**src/rtl/load_store_unit_if.sv**
```systemverilog
// rtl/load_store_unit_if.sv - request/response and data-memory bus bundle for load_store_unit
interface load_store_unit_if;
    logic        req_valid;
    logic        req_load;
    logic        req_byte;
    logic [31:0] req_addr;
    logic [31:0] req_wdata;
    logic        req_ready;
    logic        stall;
    logic        rsp_valid;
    logic [31:0] rsp_data;
    logic        rsp_err;
    logic        mem_req;
    logic        mem_we;
    logic [31:0] mem_addr;
    logic [31:0] mem_wdata;
    logic [3:0]  mem_be;
    logic        mem_gnt;
    logic        mem_rvalid;
    logic [31:0] mem_rdata;

    // LSU side
    modport slave (
        input  req_valid, req_load, req_byte, req_addr, req_wdata,
        output req_ready, stall, rsp_valid, rsp_data, rsp_err,
        output mem_req, mem_we, mem_addr, mem_wdata, mem_be,
        input  mem_gnt, mem_rvalid, mem_rdata
    );

    // pipeline + memory environment side
    modport master (
        output req_valid, req_load, req_byte, req_addr, req_wdata,
        input  req_ready, stall, rsp_valid, rsp_data, rsp_err,
        input  mem_req, mem_we, mem_addr, mem_wdata, mem_be,
        output mem_gnt, mem_rvalid, mem_rdata
    );
endinterface

```
**src/rtl/load_store_unit.sv**
```systemverilog
// rtl/load_store_unit.sv - memory-access stage with gnt/rvalid handshake; optional LSU_MISALIGN_CHECK_EN
module load_store_unit #(
    parameter int unsigned TIMEOUT_CYCLES = 255
) (
    input  logic             clk,
    input  logic             reset,
    load_store_unit_if.slave bus
);
    typedef enum logic [1:0] {IDLE, REQ, WAIT, DONE} state_t;

    state_t      state, state_next;
    logic        l_load, l_byte;
    logic [31:0] l_addr, l_wdata;
    logic [7:0]  cnt;
    logic        misalign, timeout_hit;
    logic [7:0]  lane_byte;
    logic [31:0] load_fmt;

`ifdef LSU_MISALIGN_CHECK_EN
    assign misalign = !bus.req_byte && (bus.req_addr[1:0] != 2'b00);
`else
    assign misalign = 1'b0;
`endif

    // counter has already seen cnt empty WAIT cycles; this one makes TIMEOUT_CYCLES
    assign timeout_hit = (state == WAIT) && !bus.mem_rvalid
                         && ((cnt + 8'd1) == 8'(TIMEOUT_CYCLES));

    // pick the addressed byte lane (little-endian) and sign-extend for byte loads
    always_comb begin
        lane_byte = bus.mem_rdata[7:0];
        unique case (l_addr[1:0])
            2'd0: lane_byte = bus.mem_rdata[7:0];
            2'd1: lane_byte = bus.mem_rdata[15:8];
            2'd2: lane_byte = bus.mem_rdata[23:16];
            2'd3: lane_byte = bus.mem_rdata[31:24];
            default: lane_byte = bus.mem_rdata[7:0];
        endcase
        load_fmt = l_byte ? {{24{lane_byte[7]}}, lane_byte} : bus.mem_rdata;
    end

    // state register; async reset drops mem_req immediately
    always_ff @(posedge clk or posedge reset) begin
        if (reset) state <= IDLE;
        else       state <= state_next;
    end

    // next state and all combinational outputs
    always_comb begin
        state_next     = state;
        bus.req_ready  = 1'b0;
        bus.stall      = 1'b0;
        bus.rsp_valid  = 1'b0;
        bus.mem_req    = 1'b0;
        bus.mem_we     = 1'b0;
        bus.mem_addr   = 32'h0;
        bus.mem_wdata  = 32'h0;
        bus.mem_be     = 4'h0;
        unique case (state)
            IDLE: begin
                bus.req_ready = 1'b1;
                bus.stall     = bus.req_valid;
                if (bus.req_valid) state_next = misalign ? DONE : REQ;
            end
            REQ: begin
                bus.stall    = 1'b1;
                bus.mem_req  = 1'b1;
                bus.mem_we   = !l_load;
                bus.mem_addr = {l_addr[31:2], 2'b00};
                if (l_load || !l_byte) bus.mem_be = 4'b1111;
                else                   bus.mem_be = 4'b0001 << l_addr[1:0];
                if (!l_load) bus.mem_wdata = l_byte ? {4{l_wdata[7:0]}} : l_wdata;
                if (bus.mem_gnt) state_next = l_load ? WAIT : DONE;
            end
            WAIT: begin
                bus.stall = 1'b1;
                if (bus.mem_rvalid || timeout_hit) state_next = DONE;
            end
            DONE: begin
                bus.rsp_valid = 1'b1;
                state_next    = IDLE;
            end
            default: state_next = IDLE;
        endcase
    end

    // capture the request on acceptance so later pipeline changes cannot disturb it
    always_ff @(posedge clk or posedge reset) begin
        if (reset) begin
            l_load  <= 1'b0;
            l_byte  <= 1'b0;
            l_addr  <= 32'h0;
            l_wdata <= 32'h0;
        end else if (state == IDLE && bus.req_valid) begin
            l_load  <= bus.req_load;
            l_byte  <= bus.req_byte;
            l_addr  <= bus.req_addr;
            l_wdata <= bus.req_wdata;
        end
    end

    // WAIT-cycle counter, restarted on the grant of a load
    always_ff @(posedge clk or posedge reset) begin
        if (reset)                            cnt <= 8'h0;
        else if (state == REQ && bus.mem_gnt) cnt <= 8'h0;
        else if (state == WAIT)               cnt <= cnt + 8'd1;
    end

    // response registers: loaded only on entry to DONE, zero in every other cycle
    always_ff @(posedge clk or posedge reset) begin
        if (reset) begin
            bus.rsp_data <= 32'h0;
            bus.rsp_err  <= 1'b0;
        end else begin
            bus.rsp_data <= (state == WAIT && bus.mem_rvalid) ? load_fmt : 32'h0;
            bus.rsp_err  <= timeout_hit || (state == IDLE && bus.req_valid && misalign);
        end
    end
endmodule
```
**src/flat_wrapper.sv**
```systemverilog
// flat-port wrapper written by rule: the top's interface ports become plain ports
module load_store_unit_flat 
#(
    parameter int unsigned TIMEOUT_CYCLES = 255
)
  (clk, reset, bus_req_valid, bus_req_load, bus_req_byte, bus_req_addr, bus_req_wdata, bus_req_ready, bus_stall, bus_rsp_valid, bus_rsp_data, bus_rsp_err, bus_mem_req, bus_mem_we, bus_mem_addr, bus_mem_wdata, bus_mem_be, bus_mem_gnt, bus_mem_rvalid, bus_mem_rdata);
  load_store_unit_if bus_i ();
  input  logic clk;
  input  logic reset;
  input wire logic [$bits(bus_i.req_valid)-1:0] bus_req_valid;
  input wire logic [$bits(bus_i.req_load)-1:0] bus_req_load;
  input wire logic [$bits(bus_i.req_byte)-1:0] bus_req_byte;
  input wire logic [$bits(bus_i.req_addr)-1:0] bus_req_addr;
  input wire logic [$bits(bus_i.req_wdata)-1:0] bus_req_wdata;
  output wire logic [$bits(bus_i.req_ready)-1:0] bus_req_ready;
  output wire logic [$bits(bus_i.stall)-1:0] bus_stall;
  output wire logic [$bits(bus_i.rsp_valid)-1:0] bus_rsp_valid;
  output wire logic [$bits(bus_i.rsp_data)-1:0] bus_rsp_data;
  output wire logic [$bits(bus_i.rsp_err)-1:0] bus_rsp_err;
  output wire logic [$bits(bus_i.mem_req)-1:0] bus_mem_req;
  output wire logic [$bits(bus_i.mem_we)-1:0] bus_mem_we;
  output wire logic [$bits(bus_i.mem_addr)-1:0] bus_mem_addr;
  output wire logic [$bits(bus_i.mem_wdata)-1:0] bus_mem_wdata;
  output wire logic [$bits(bus_i.mem_be)-1:0] bus_mem_be;
  input wire logic [$bits(bus_i.mem_gnt)-1:0] bus_mem_gnt;
  input wire logic [$bits(bus_i.mem_rvalid)-1:0] bus_mem_rvalid;
  input wire logic [$bits(bus_i.mem_rdata)-1:0] bus_mem_rdata;
  assign bus_i.req_valid = bus_req_valid;
  assign bus_i.req_load = bus_req_load;
  assign bus_i.req_byte = bus_req_byte;
  assign bus_i.req_addr = bus_req_addr;
  assign bus_i.req_wdata = bus_req_wdata;
  assign bus_req_ready = bus_i.req_ready;
  assign bus_stall = bus_i.stall;
  assign bus_rsp_valid = bus_i.rsp_valid;
  assign bus_rsp_data = bus_i.rsp_data;
  assign bus_rsp_err = bus_i.rsp_err;
  assign bus_mem_req = bus_i.mem_req;
  assign bus_mem_we = bus_i.mem_we;
  assign bus_mem_addr = bus_i.mem_addr;
  assign bus_mem_wdata = bus_i.mem_wdata;
  assign bus_mem_be = bus_i.mem_be;
  assign bus_i.mem_gnt = bus_mem_gnt;
  assign bus_i.mem_rvalid = bus_mem_rvalid;
  assign bus_i.mem_rdata = bus_mem_rdata;
  load_store_unit #(.TIMEOUT_CYCLES(TIMEOUT_CYCLES)) u_core (.clk(clk), .reset(reset), .bus(bus_i));
endmodule
```
**config.mk**
```make
export PLATFORM = sky130hd
export DESIGN_NAME = load_store_unit_flat
export DESIGN_NICKNAME = d
export VERILOG_FILES = /design/src/rtl/load_store_unit_if.sv /design/src/rtl/load_store_unit.sv /design/src/flat_wrapper.sv
export SDC_FILE = /design/constraint.sdc
export NUM_CORES = 1
export LEC_CHECK = 0
export CORE_ASPECT_RATIO = 1.25
export CORE_MARGIN = 1
export CORE_UTILIZATION = 41
export CTS_CLUSTER_SIZE = 8
export DETAILED_ROUTE_END_ITERATION = 7
export PLACE_DENSITY = 0.76
export SYNTH_ARGS = -nofsm -noshare
export SYNTH_HDL_FRONTEND = slang
export SYNTH_SLANG_ARGS = --single-unit
```
**constraint.sdc**
```tcl
create_clock -name clk -period 7 [get_ports clk]
set_clock_uncertainty 0.2 [all_clocks]
set_input_delay 2.1 -clock clk [delete_from_list [all_inputs] [get_ports clk]]
set_output_delay 2.1 -clock clk [all_outputs]
set_load 0.1 [all_outputs]
```
==> results.txt, run 1 <==
----------------------------------------------------
[Setup path]
  Highest net fanout along the worst path ... 34
  Capture point of the worst reg-to-reg path ... u_core.l_wdata[4]$_DFFE_PP0P_
  Critical path cell sequence ... inv_1 -> ha_1 -> buf_4 -> nand2b_1 -> a21oi_1 -> clkdlybuf4s50_1
  Register-to-register setup slack ... 4.18 ns
  Crit-path max cell delay ... 1.17 ns
  Startpoint Class ... register
  Worst r2r path cells ... 5
  Data arrival time at the worst-slack endpoint ... 3.33 ns
  Beginning of the critical path ... u_core.state[1]$_DFFE_PP0P_
  Reg-to-Reg Start ... u_core.state[0]$_DFFE_PP0P_
  Worst setup path end ... bus_mem_wdata[8]
  Critical Path End Type ... output pin
  Critical path type ... register to output pin
  Data required time of the critical path ... 4.70 ns
  Standard cell with the maximum stage delay on the critical path ... sky130_fd_sc_hd__clkdlybuf4s50_1

[STA]
  Total negative slack for setup checks ... 0 ns
  Pins over their slew limit ... 0
  Transition time at the pin with the least slew margin ... 1.15 ns
  Final critical-path required period ... 5.63 ns
  Final setup violation count ... 0
  Max Clock Freq ... 0.178 GHz
  Count of endpoints failing hold in the final timing report ... 0
  Setup repair after global routing missed its margin ... no
  Portion of the clock cycle consumed by the worst path in the final layout ... 80.4%
  Worst slew slack as a fraction of its limit ... 23.1%

[Global route]
  Met1 track demand over resource ... 25.9%
  Pin count of the biggest net entering global routing ... 57
  Total congestion overflow after global routing ... 0
  Busiest grt layer ... met2
  Met3 global-route usage ... 3.52%
  GRT Resource Usage Total ... 21.5%
  Via count of the first global-routing pass ... 4194
  Number of antenna violations at the first check in global routing ... 0
  Global-route wire length before repair ... 20.9 mm
  Met2 Resource Use GR ... 36.1%

[Final layout]
  Area of the multi-input gates ... 2110 sq um
  Fillers ... 949
  Share of cells above drive strength 1 ... 16.4%
  Most common library cell in the layout ignoring fill and taps ... sky130_fd_sc_hd__clkdlybuf4s50_1
  Area Growth Syn to Fin ... 49.2%
  Commonest cells after routing, fill and taps aside ... 192 x sky130_fd_sc_hd__clkdlybuf4s50_1, 109 x sky130_fd_sc_hd__dfrtp_1, 66 x sky130_fd_sc_hd__mux2_2
  Antenna cell count ... 0
  Register cell area after layout ... 2730 sq um
  Final Net Count ... 764

[Placed design]
  PortBufs ... 206
  HPWL after detailed placement ... 9.78 mm
  Weighted congestion reported at the end of routability-driven placement ... 0.808

[Die]
  Chip height ... 125 microns
  Cell Rows ... 44
  Die outline area ... 12600 sq um
  I/O pin count ... 209
  Die Span X ... 101 microns
  Core Area ... 11700 sq um
  Initial cell density of the core ... 42.6%

[Routing]
  Drt total wl ... 13.3 mm
  Number of violations reported at the end of detailed-routing iteration 0 ... 134
  Routed vias/inst ... 5.00
  DRC Markers ... 0
  Detailed-routing iteration count for the pre-antenna-repair pass ... 5
  Via Count ... 4102
  DR WL/cell ... 16.2 microns
  Post-DRT Antenna Nets ... 0

[Clocking]
  Insertion delay of the later-clocked pin in the worst-skew pair ... 0.34 ns
  Post_cts resized ... 0
  Clk sinks ... 109
  Root cell of the clock tree ... sky130_fd_sc_hd__clkbuf_16
  Number of buffers created by CTS ... 9
  CTS hold repair buffers ... 0
  Clock transition time at the flip-flop clock pins of the worst setup and hold paths ... 0.07 ns
  Number of buffers on the longest clock path ... 2
  Post-CTS setup buffer count ... 0
  Number of levels in the clock H-tree ... 3
  Clock tree from TritonCTS ... built

[Synth]
  Share of the synthesized area in the top cell type ... 54.7%
  Number of distinct library cells after synthesis ... 36
  Cell type contributing the most total cell area after synthesis ... sky130_fd_sc_hd__dfrtp_1
  Yosys warning total ... 0
  Netlist Area Pre-Place ... 4990 sq um
  Average size of a mapped cell ... 10.8 sq um
  Count of state elements after synthesis ... 109
  Sequential area share after synthesis ... 54.7%
  Cell types with the largest area share after synthesis ... sky130_fd_sc_hd__dfrtp_1 55%, sky130_fd_sc_hd__mux2_2 15%, sky130_fd_sc_hd__and2_1 5.3%, sky130_fd_sc_hd__nor2_1 4.4%, sky130_fd_sc_hd__a21oi_1 3.8%
  Post-synthesis cell count ... 462

[Flow run]
  Number of max-capacitance violations reported ... 0

[Hold path]
  Path class of the lowest-slack min-delay path ... register to register

[Outcome]
  Result of the run ... completed

----------------------------------------------------
## Yosys cell counts, drive strengths merged
library cell and n:
dfrtp 109, mux2 67, nor2 60, nand2 44, and2 43, a21oi 38, clkbuf 18, o21ai 18
buf 11, inv 8, mux2i 8, ha 6, nand2b 5, nand4 5, xor2 5, nand3 2
or3 2, xnor2 2, a22oi 1, a2bb2oi 1, clkinv 1, conb 1, mux4 1, nor2b 1
nor4b 1, o22ai 1, o31a 1, o41ai 1, or2 1
## worst min path at each step
stage / from / end / slack (ns) / cells past startpoint
floorplan: u_core.l_addr[10]$_DFFE_PP0P_ / u_core.l_addr[10]$_DFFE_PP0P_ / 0.27 / 1
global placement: u_core.l_addr[17]$_DFFE_PP0P_ / u_core.l_addr[17]$_DFFE_PP0P_ / 0.28 / 1
detailed placement: u_core.l_addr[14]$_DFFE_PP0P_ / u_core.l_addr[14]$_DFFE_PP0P_ / 0.29 / 1
CTS: u_core.l_addr[14]$_DFFE_PP0P_ / u_core.l_addr[14]$_DFFE_PP0P_ / 0.30 / 1
global route: u_core.l_addr[6]$_DFFE_PP0P_ / u_core.l_addr[6]$_DFFE_PP0P_ / 0.31 / 1
finish: u_core.l_addr[17]$_DFFE_PP0P_ / u_core.l_addr[17]$_DFFE_PP0P_ / 0.30 / 1
## sequential cells by signal, summed over array words and instances (netlist names)
| register | count |
|---|---|
| u_core.cnt | 8 |
| u_core.l_addr | 32 |
| u_core.bus.rsp_err | 1 |
| u_core.l_load | 1 |
| u_core.bus.rsp_data | 32 |
| u_core.l_byte | 1 |
| u_core.state | 2 |
| u_core.l_wdata | 32 |
## area by class of cell
cell class	count	share of cell area, %
clock buffers	13	3.63
clock inverters	3	0.571
flip-flops and latches	109	36.6
inverters	9	0.487
well taps	161	2.70
multi-input cells	316	28.4
repair buffers	210	27.6
## cells by family after synthesis
group / count (synthesis) / share of synthesized area, %
xor+xnor: 7 / 1.23
flops: 109 / 54.7
fa+ha+maj: 6 / 1.50
other cells: 1 / 0.0752
simple gates: 164 / 15.6
compound gates: 61 / 6.57
buf+inv: 38 / 3.21
mux: 76 / 17.2
## per-stage QoR
step | hold slack [ns] | util [%] | std cells | worst slack (ns) | area [sq um]
2_1_floorplan | 0.271 | - | 463 | 1.25 | 4990
3_3_place_gp | 0.279 | 60.8 | 805 | 1.62 | 7130
3_5_place_dp | 0.285 | 60.8 | 805 | 1.59 | 7130
4_1_cts | 0.300 | 63.5 | 821 | 1.34 | 7450
5_1_grt | 0.313 | 63.5 | 821 | 1.06 | 7450
6_report | 0.299 | 63.5 | 821 | 1.37 | 7450
## per-layer routing
| metal | vias up | routed length, microns | share of wire [%] |
|---|---|---|---|
| li1 | 1914 | - | - |
| met1 | 1990 | 5370 | 40 |
| met2 | 166 | 6690 | 50 |
| met3 | 32 | 771 | 5.8 |
| met4 | 0 | 454 | 3.4 |
| met5 | - | 0 | 0 |
## worst max-delay path, delay by kind of cell (launching register included)
family	cells	cell delay [ns]
AOI/OAI and AO/OA	1	0.34
adders and majority gates	1	0.15
buffers and inverters	3	1.56
DFF	1	0.41
and+or+nand+nor	1	0.52
Power of run 1 is not shown: default switching activity piles up to over one toggle a cycle in this logic, so the estimate is an artifact.
==> run 2: changes to the inputs <==
--- a/config.mk
+++ b/config.mk
@@ -7,7 +7,7 @@
 export LEC_CHECK = 0
 export CORE_ASPECT_RATIO = 1.25
 export CORE_MARGIN = 1
-export CORE_UTILIZATION = 41
+export CORE_UTILIZATION = 39
 export CTS_CLUSTER_SIZE = 8
 export DETAILED_ROUTE_END_ITERATION = 7
 export PLACE_DENSITY = 0.76
==> constraint.sdc (replaced) <==
create_clock -name clk -period 4.84 [get_ports clk]
set_clock_uncertainty 0.2 [all_clocks]
set_input_delay 1.452 -clock clk [delete_from_list [all_inputs] [get_ports clk]]
set_output_delay 1.452 -clock clk [all_outputs]
set_load 0.1 [all_outputs]
==> run 2 against run 1 <==
Against the previous run: sequential cell count is the same; first-iteration DRC count grew 17%; non-clock buffer count grew 1; count of clock-buffer cells in the layout shrank 2; critical path depth shrank 2; worst hold slack lost 0.0022 ns; global-route usage shrank 0.16 points.
==> results.txt, run 2 (synthesis gave the netlist of run 1 again) <==
----------------------------------------------------
[Final layout]
  Most common library cell in the layout ignoring fill and taps ... sky130_fd_sc_hd__clkdlybuf4s50_1
  Commonest cells after routing, fill and taps aside ... 136 x sky130_fd_sc_hd__clkdlybuf4s50_1, 109 x sky130_fd_sc_hd__dfrtp_1, 66 x sky130_fd_sc_hd__mux2_2
  Final core utilization ... 63.4%
  Share of cells above drive strength 1 ... 24.8%
  Area Growth Syn to Fin ... 56.7%
  Regs by FF count ... u_core.bus.rsp_data (32), u_core.l_addr (32), u_core.l_wdata (32)
  Final Net Count ... 765
  Fillers ... 969
  Area of the multi-input gates ... 2110 sq um
  Register cell area after layout ... 2730 sq um
  Post-route standard cell area excluding fillers ... 7820 sq um
  Antenna cell count ... 0

[Placed design]
  PortBufs ... 206
  HPWL after detailed placement ... 10.3 mm
  Area of placed instances ... 7510 sq um
  Weighted congestion reported at the end of routability-driven placement ... 0.801

[Clocking]
  Post_cts resized ... 0
  Clock transition time at the flip-flop clock pins of the worst setup and hold paths ... 0.06 ns
  Number of buffers created by CTS ... 9
  Root cell of the clock tree ... sky130_fd_sc_hd__clkbuf_16
  Number of buffers on the longest clock path ... 2
  Post-CTS setup buffer count ... 0
  CTS hold repair buffers ... 0
  Clock tree from TritonCTS ... built
  Insertion delay of the later-clocked pin in the worst-skew pair ... 0.34 ns
  Number of levels in the clock H-tree ... 3
  Clk sinks ... 109

[Setup path]
  Critical Path End Type ... output pin
  CP Depth ... 4
  Data required time of the critical path ... 3.19 ns
  Capture point of the worst reg-to-reg path ... u_core.bus.rsp_data[12]$_DFF_PP0_
  Startpoint Class ... primary input
  Data arrival time at the worst-slack endpoint ... 2.48 ns
  Crit-path max cell delay ... 0.52 ns
  Highest net fanout along the worst path ... 3
  Register-to-register setup slack ... 2.21 ns
  Critical path cell sequence ... clkdlybuf4s50_1 -> a21oi_1 -> nor2_1 -> buf_12
  Crit path max-delay family ... buffers and inverters
  Number of buffer and inverter stages on the critical path ... 2
  Worst r2r path cells ... 3
  Standard cell with the maximum stage delay on the critical path ... sky130_fd_sc_hd__clkdlybuf4s50_1
  Reg-to-Reg Start ... u_core.l_addr[1]$_DFFE_PP0P_
  Critical path type ... primary input to output pin

[STA]
  Setup repair after global routing missed its margin ... no
  Transition time at the pin with the least slew margin ... 1.01 ns
  Final critical-path required period ... 4.13 ns
  Worst slew slack as a fraction of its limit ... 32.3%
  Max Clock Freq ... 0.242 GHz
  Portion of the clock cycle consumed by the worst path in the final layout ... 85.4%
  Final setup violation count ... 0
  Pins over their slew limit ... 0
  Total negative slack for setup checks ... 0 ns
  Count of endpoints failing hold in the final timing report ... 0
  Fin Hold WS ... 0.296 ns

[Die]
  Core Area ... 12300 sq um
  Initial cell density of the core ... 40.5%
  Cell Rows ... 45
  Chip height ... 128 microns
  Die Span X ... 103 microns
  Die outline area ... 13300 sq um
  I/O pin count ... 209

[Global route]
  Total congestion overflow after global routing ... 0
  Pin count of the biggest net entering global routing ... 58
  Via count of the first global-routing pass ... 4259
  Number of antenna violations at the first check in global routing ... 0
  GRT Resource Usage Total ... 21.3%
  Global-route wire length before repair ... 21.4 mm

[Routing]
  Number of violations reported at the end of detailed-routing iteration 0 ... 157
  DRC Markers ... 0
  DR WL/cell ... 16.6 microns
  Post-DRT Antenna Nets ... 0
  Detailed-routing iteration count for the pre-antenna-repair pass ... 5
  Drt total wl ... 13.7 mm
  Routed vias/inst ... 4.96
  Via Count ... 4086

[Outcome]
  Result of the run ... completed

[Flow run]
  Number of max-capacitance violations reported ... 0

[Hold path]
  Path class of the lowest-slack min-delay path ... register to register
  End point of the worst hold path ... u_core.l_addr[22]$_DFFE_PP0P_
  Hold Path Stages ... 1
  Beginning of the worst hold path ... u_core.l_addr[22]$_DFFE_PP0P_

----------------------------------------------------
[run 2: layer usage]
layer | routed length (microns) | up-vias | global-route usage [%]
li1 | - | 1923 | -
met1 | 5240 | 1991 | 23.4
met2 | 7130 | 146 | 38.3
met3 | 913 | 26 | 5.43
met4 | 388 | 0 | 9.36
met5 | 0 | - | 0
[run 2: layout make-up]
class	count	share of cell area [%]
Clock buffer	11	3.10
Clock inverter	4	0.928
Inverter	9	0.464
Multi-Input combinational cell	316	27.0
Sequential cell	109	34.9
Tap cell	164	2.62
Timing Repair Buffer	211	31.0
[run 2: worst max-delay path by stage]
stage	from	endpoint	slack, ns
CTS	bus_req_valid	bus_stall	0.69
global placement	bus_req_valid	bus_stall	0.75
floorplan	u_core.state[1]$_DFFE_PP0P_	bus_mem_wdata[11]	-0.1
finish	bus_req_valid	bus_stall	0.71
global route	u_core.state[1]$_DFFE_PP0P_	bus_mem_wdata[6]	0.56
detailed placement	bus_req_valid	bus_stall	0.69
[run 2: through the flow]
stage                     setup slack [ns]  cells
after floorplan                    -0.0995    463
after global placement               0.749    809
after detailed placement             0.694    809
after CTS                            0.689    824
after global routing                 0.559    824
final                                0.706    824
Power of run 2 is left out for the same reason.
==> run 3: changes to the inputs <==
--- a/config.mk
+++ b/config.mk
@@ -11,6 +11,7 @@
 export CTS_CLUSTER_SIZE = 8
 export DETAILED_ROUTE_END_ITERATION = 7
 export PLACE_DENSITY = 0.76
+export SETUP_SLACK_MARGIN = 0.4
 export SYNTH_ARGS = -nofsm -noshare
 export SYNTH_HDL_FRONTEND = slang
 export SYNTH_SLANG_ARGS = --single-unit
==> run 3 against run 2 <==
Against the previous run: die area is the same; maximum frequency is 1.5% higher; cell area barely moved; final cell count increased by 0.24%; global-route usage shrank 0.33 points; sequential share of layout area about the same; utilization barely moved.
==> results.txt, run 3 (synthesis gave the netlist of run 1 again) <==
----------------------------------------------------
[Die]
  Chip height ... 128 microns
  Core Area ... 12300 sq um
  Cell Rows ... 45
  I/O pin count ... 209
  Initial cell density of the core ... 40.5%
  Die Span X ... 103 microns
  Die outline area ... 13300 sq um

[Hold path]
  Beginning of the worst hold path ... u_core.l_addr[21]$_DFFE_PP0P_
  Hold Path Stages ... 1
  End point of the worst hold path ... u_core.l_addr[21]$_DFFE_PP0P_
  Path class of the lowest-slack min-delay path ... register to register

[Global route]
  Total congestion overflow after global routing ... 0
  GRT Resource Usage Total ... 21.0%
  Global-route wire length before repair ... 21.1 mm
  Pin count of the biggest net entering global routing ... 67
  Via count of the first global-routing pass ... 4303
  Number of antenna violations at the first check in global routing ... 0

[STA]
  Max Clock Freq ... 0.246 GHz
  Transition time at the pin with the least slew margin ... 1.02 ns
  Worst slew slack as a fraction of its limit ... 31.8%
  Setup repair after global routing missed its margin ... no
  Count of endpoints failing hold in the final timing report ... 0
  Final setup violation count ... 0
  Total negative slack for setup checks ... 0 ns
  Pins over their slew limit ... 0
  Final critical-path required period ... 4.07 ns
  Portion of the clock cycle consumed by the worst path in the final layout ... 84.2%

[Routing]
  DR WL/cell ... 16.4 microns
  Number of violations reported at the end of detailed-routing iteration 0 ... 203
  Detailed-routing iteration count for the pre-antenna-repair pass ... 4
  Drt total wl ... 13.6 mm
  Routed vias/inst ... 4.98
  Post-DRT Antenna Nets ... 0
  DRC Markers ... 0
  Via Count ... 4111

[Flow run]
  Number of max-capacitance violations reported ... 0

[Final layout]
  Most common library cell in the layout ignoring fill and taps ... sky130_fd_sc_hd__clkdlybuf4s50_1
  Regs by FF count ... u_core.bus.rsp_data (32), u_core.l_addr (32), u_core.l_wdata (32)
  Area Growth Syn to Fin ... 56.7%
  Final core utilization ... 63.4%
  Commonest cells after routing, fill and taps aside ... 137 x sky130_fd_sc_hd__clkdlybuf4s50_1, 109 x sky130_fd_sc_hd__dfrtp_1, 66 x sky130_fd_sc_hd__mux2_2
  Antenna cell count ... 0
  Share of cells above drive strength 1 ... 26.1%
  Final Net Count ... 766

[Clocking]
  Number of buffers created by CTS ... 9
  Number of buffers on the longest clock path ... 2
  Insertion delay of the later-clocked pin in the worst-skew pair ... 0.34 ns
  Clock tree from TritonCTS ... built
  Post-CTS setup buffer count ... 0
  Number of levels in the clock H-tree ... 3
  Root cell of the clock tree ... sky130_fd_sc_hd__clkbuf_16
  CTS hold repair buffers ... 0
  Clock transition time at the flip-flop clock pins of the worst setup and hold paths ... 0.06 ns
  Clk sinks ... 109
  Post_cts resized ... 0

[Setup path]
  Critical path cell sequence ... clkdlybuf4s50_1 -> a21oi_1 -> nor2_2 -> buf_12
  Critical Path End Type ... output pin
  Critical path type ... primary input to output pin
  Register-to-register setup slack ... 2.48 ns
  Highest net fanout along the worst path ... 3
  Capture point of the worst reg-to-reg path ... u_core.l_addr[15]$_DFFE_PP0P_
  Startpoint Class ... primary input
  Data required time of the critical path ... 3.19 ns
  Number of buffer and inverter stages on the critical path ... 2
  Worst r2r path cells ... 5
  Reg-to-Reg Start ... u_core.state[0]$_DFFE_PP0P_
  Crit-path max cell delay ... 0.52 ns
  Standard cell with the maximum stage delay on the critical path ... sky130_fd_sc_hd__clkdlybuf4s50_1
  Crit path max-delay family ... buffers and inverters
  Data arrival time at the worst-slack endpoint ... 2.42 ns

[Placed design]
  Weighted congestion reported at the end of routability-driven placement ... 0.821
  PortBufs ... 206
  HPWL after detailed placement ... 10.1 mm

[Outcome]
  Result of the run ... completed

----------------------------------------------------
## run 3: worst max-delay path by stage
| stage | start | slack [ns] | cells past startpoint | endpoint |
|---|---|---|---|---|
| finish | bus_req_valid | 0.77 | 4 | bus_stall |
| CTS | u_core.state[1]$_DFFE_PP0P_ | 0.55 | 7 | bus_mem_wdata[4] |
| detailed placement | bus_req_valid | 0.76 | 4 | bus_stall |
| floorplan | u_core.state[1]$_DFFE_PP0P_ | 0.23 | 6 | bus_mem_wdata[11] |
| global placement | bus_req_valid | 0.80 | 4 | bus_stall |
| global route | u_core.state[1]$_DFFE_PP0P_ | 0.61 | 7 | bus_mem_wdata[4] |
## run 3: routing by layer
metal	vias to the layer above	wire (microns)	global-route usage, %
met4	0	492	9.36
li1	1912	-	-
met3	33	1020	6.63
met5	-	0	0
met1	2001	5100	23.4
met2	165	6970	36.3
## run 3: through the flow
stage                     instance area (sq um)  setup slack (ns)  hold WS (ns)  instances
after floorplan                            5010             0.226         0.271        463
after global routing                       7820             0.606         0.306        826
after global placement                     7520             0.800         0.277        810
after detailed placement                   7520             0.764         0.285        810
final                                      7820             0.767         0.297        826
after CTS                                  7810             0.549         0.301        826
## run 3: area by class of cell
| type | count | area, sq um |
|---|---|---|
| Timing Repair Buffer | 212 | 2420 |
| Inverter | 9 | 37.5 |
| Clock buffer | 12 | 246 |
| Sequential cell | 109 | 2730 |
| Tap cell | 164 | 205 |
| Clock inverter | 4 | 47.5 |
| Multi-Input combinational cell | 316 | 2130 |
| Fill cell | 961 | 4510 |
Power of run 3 is left out for the same reason.
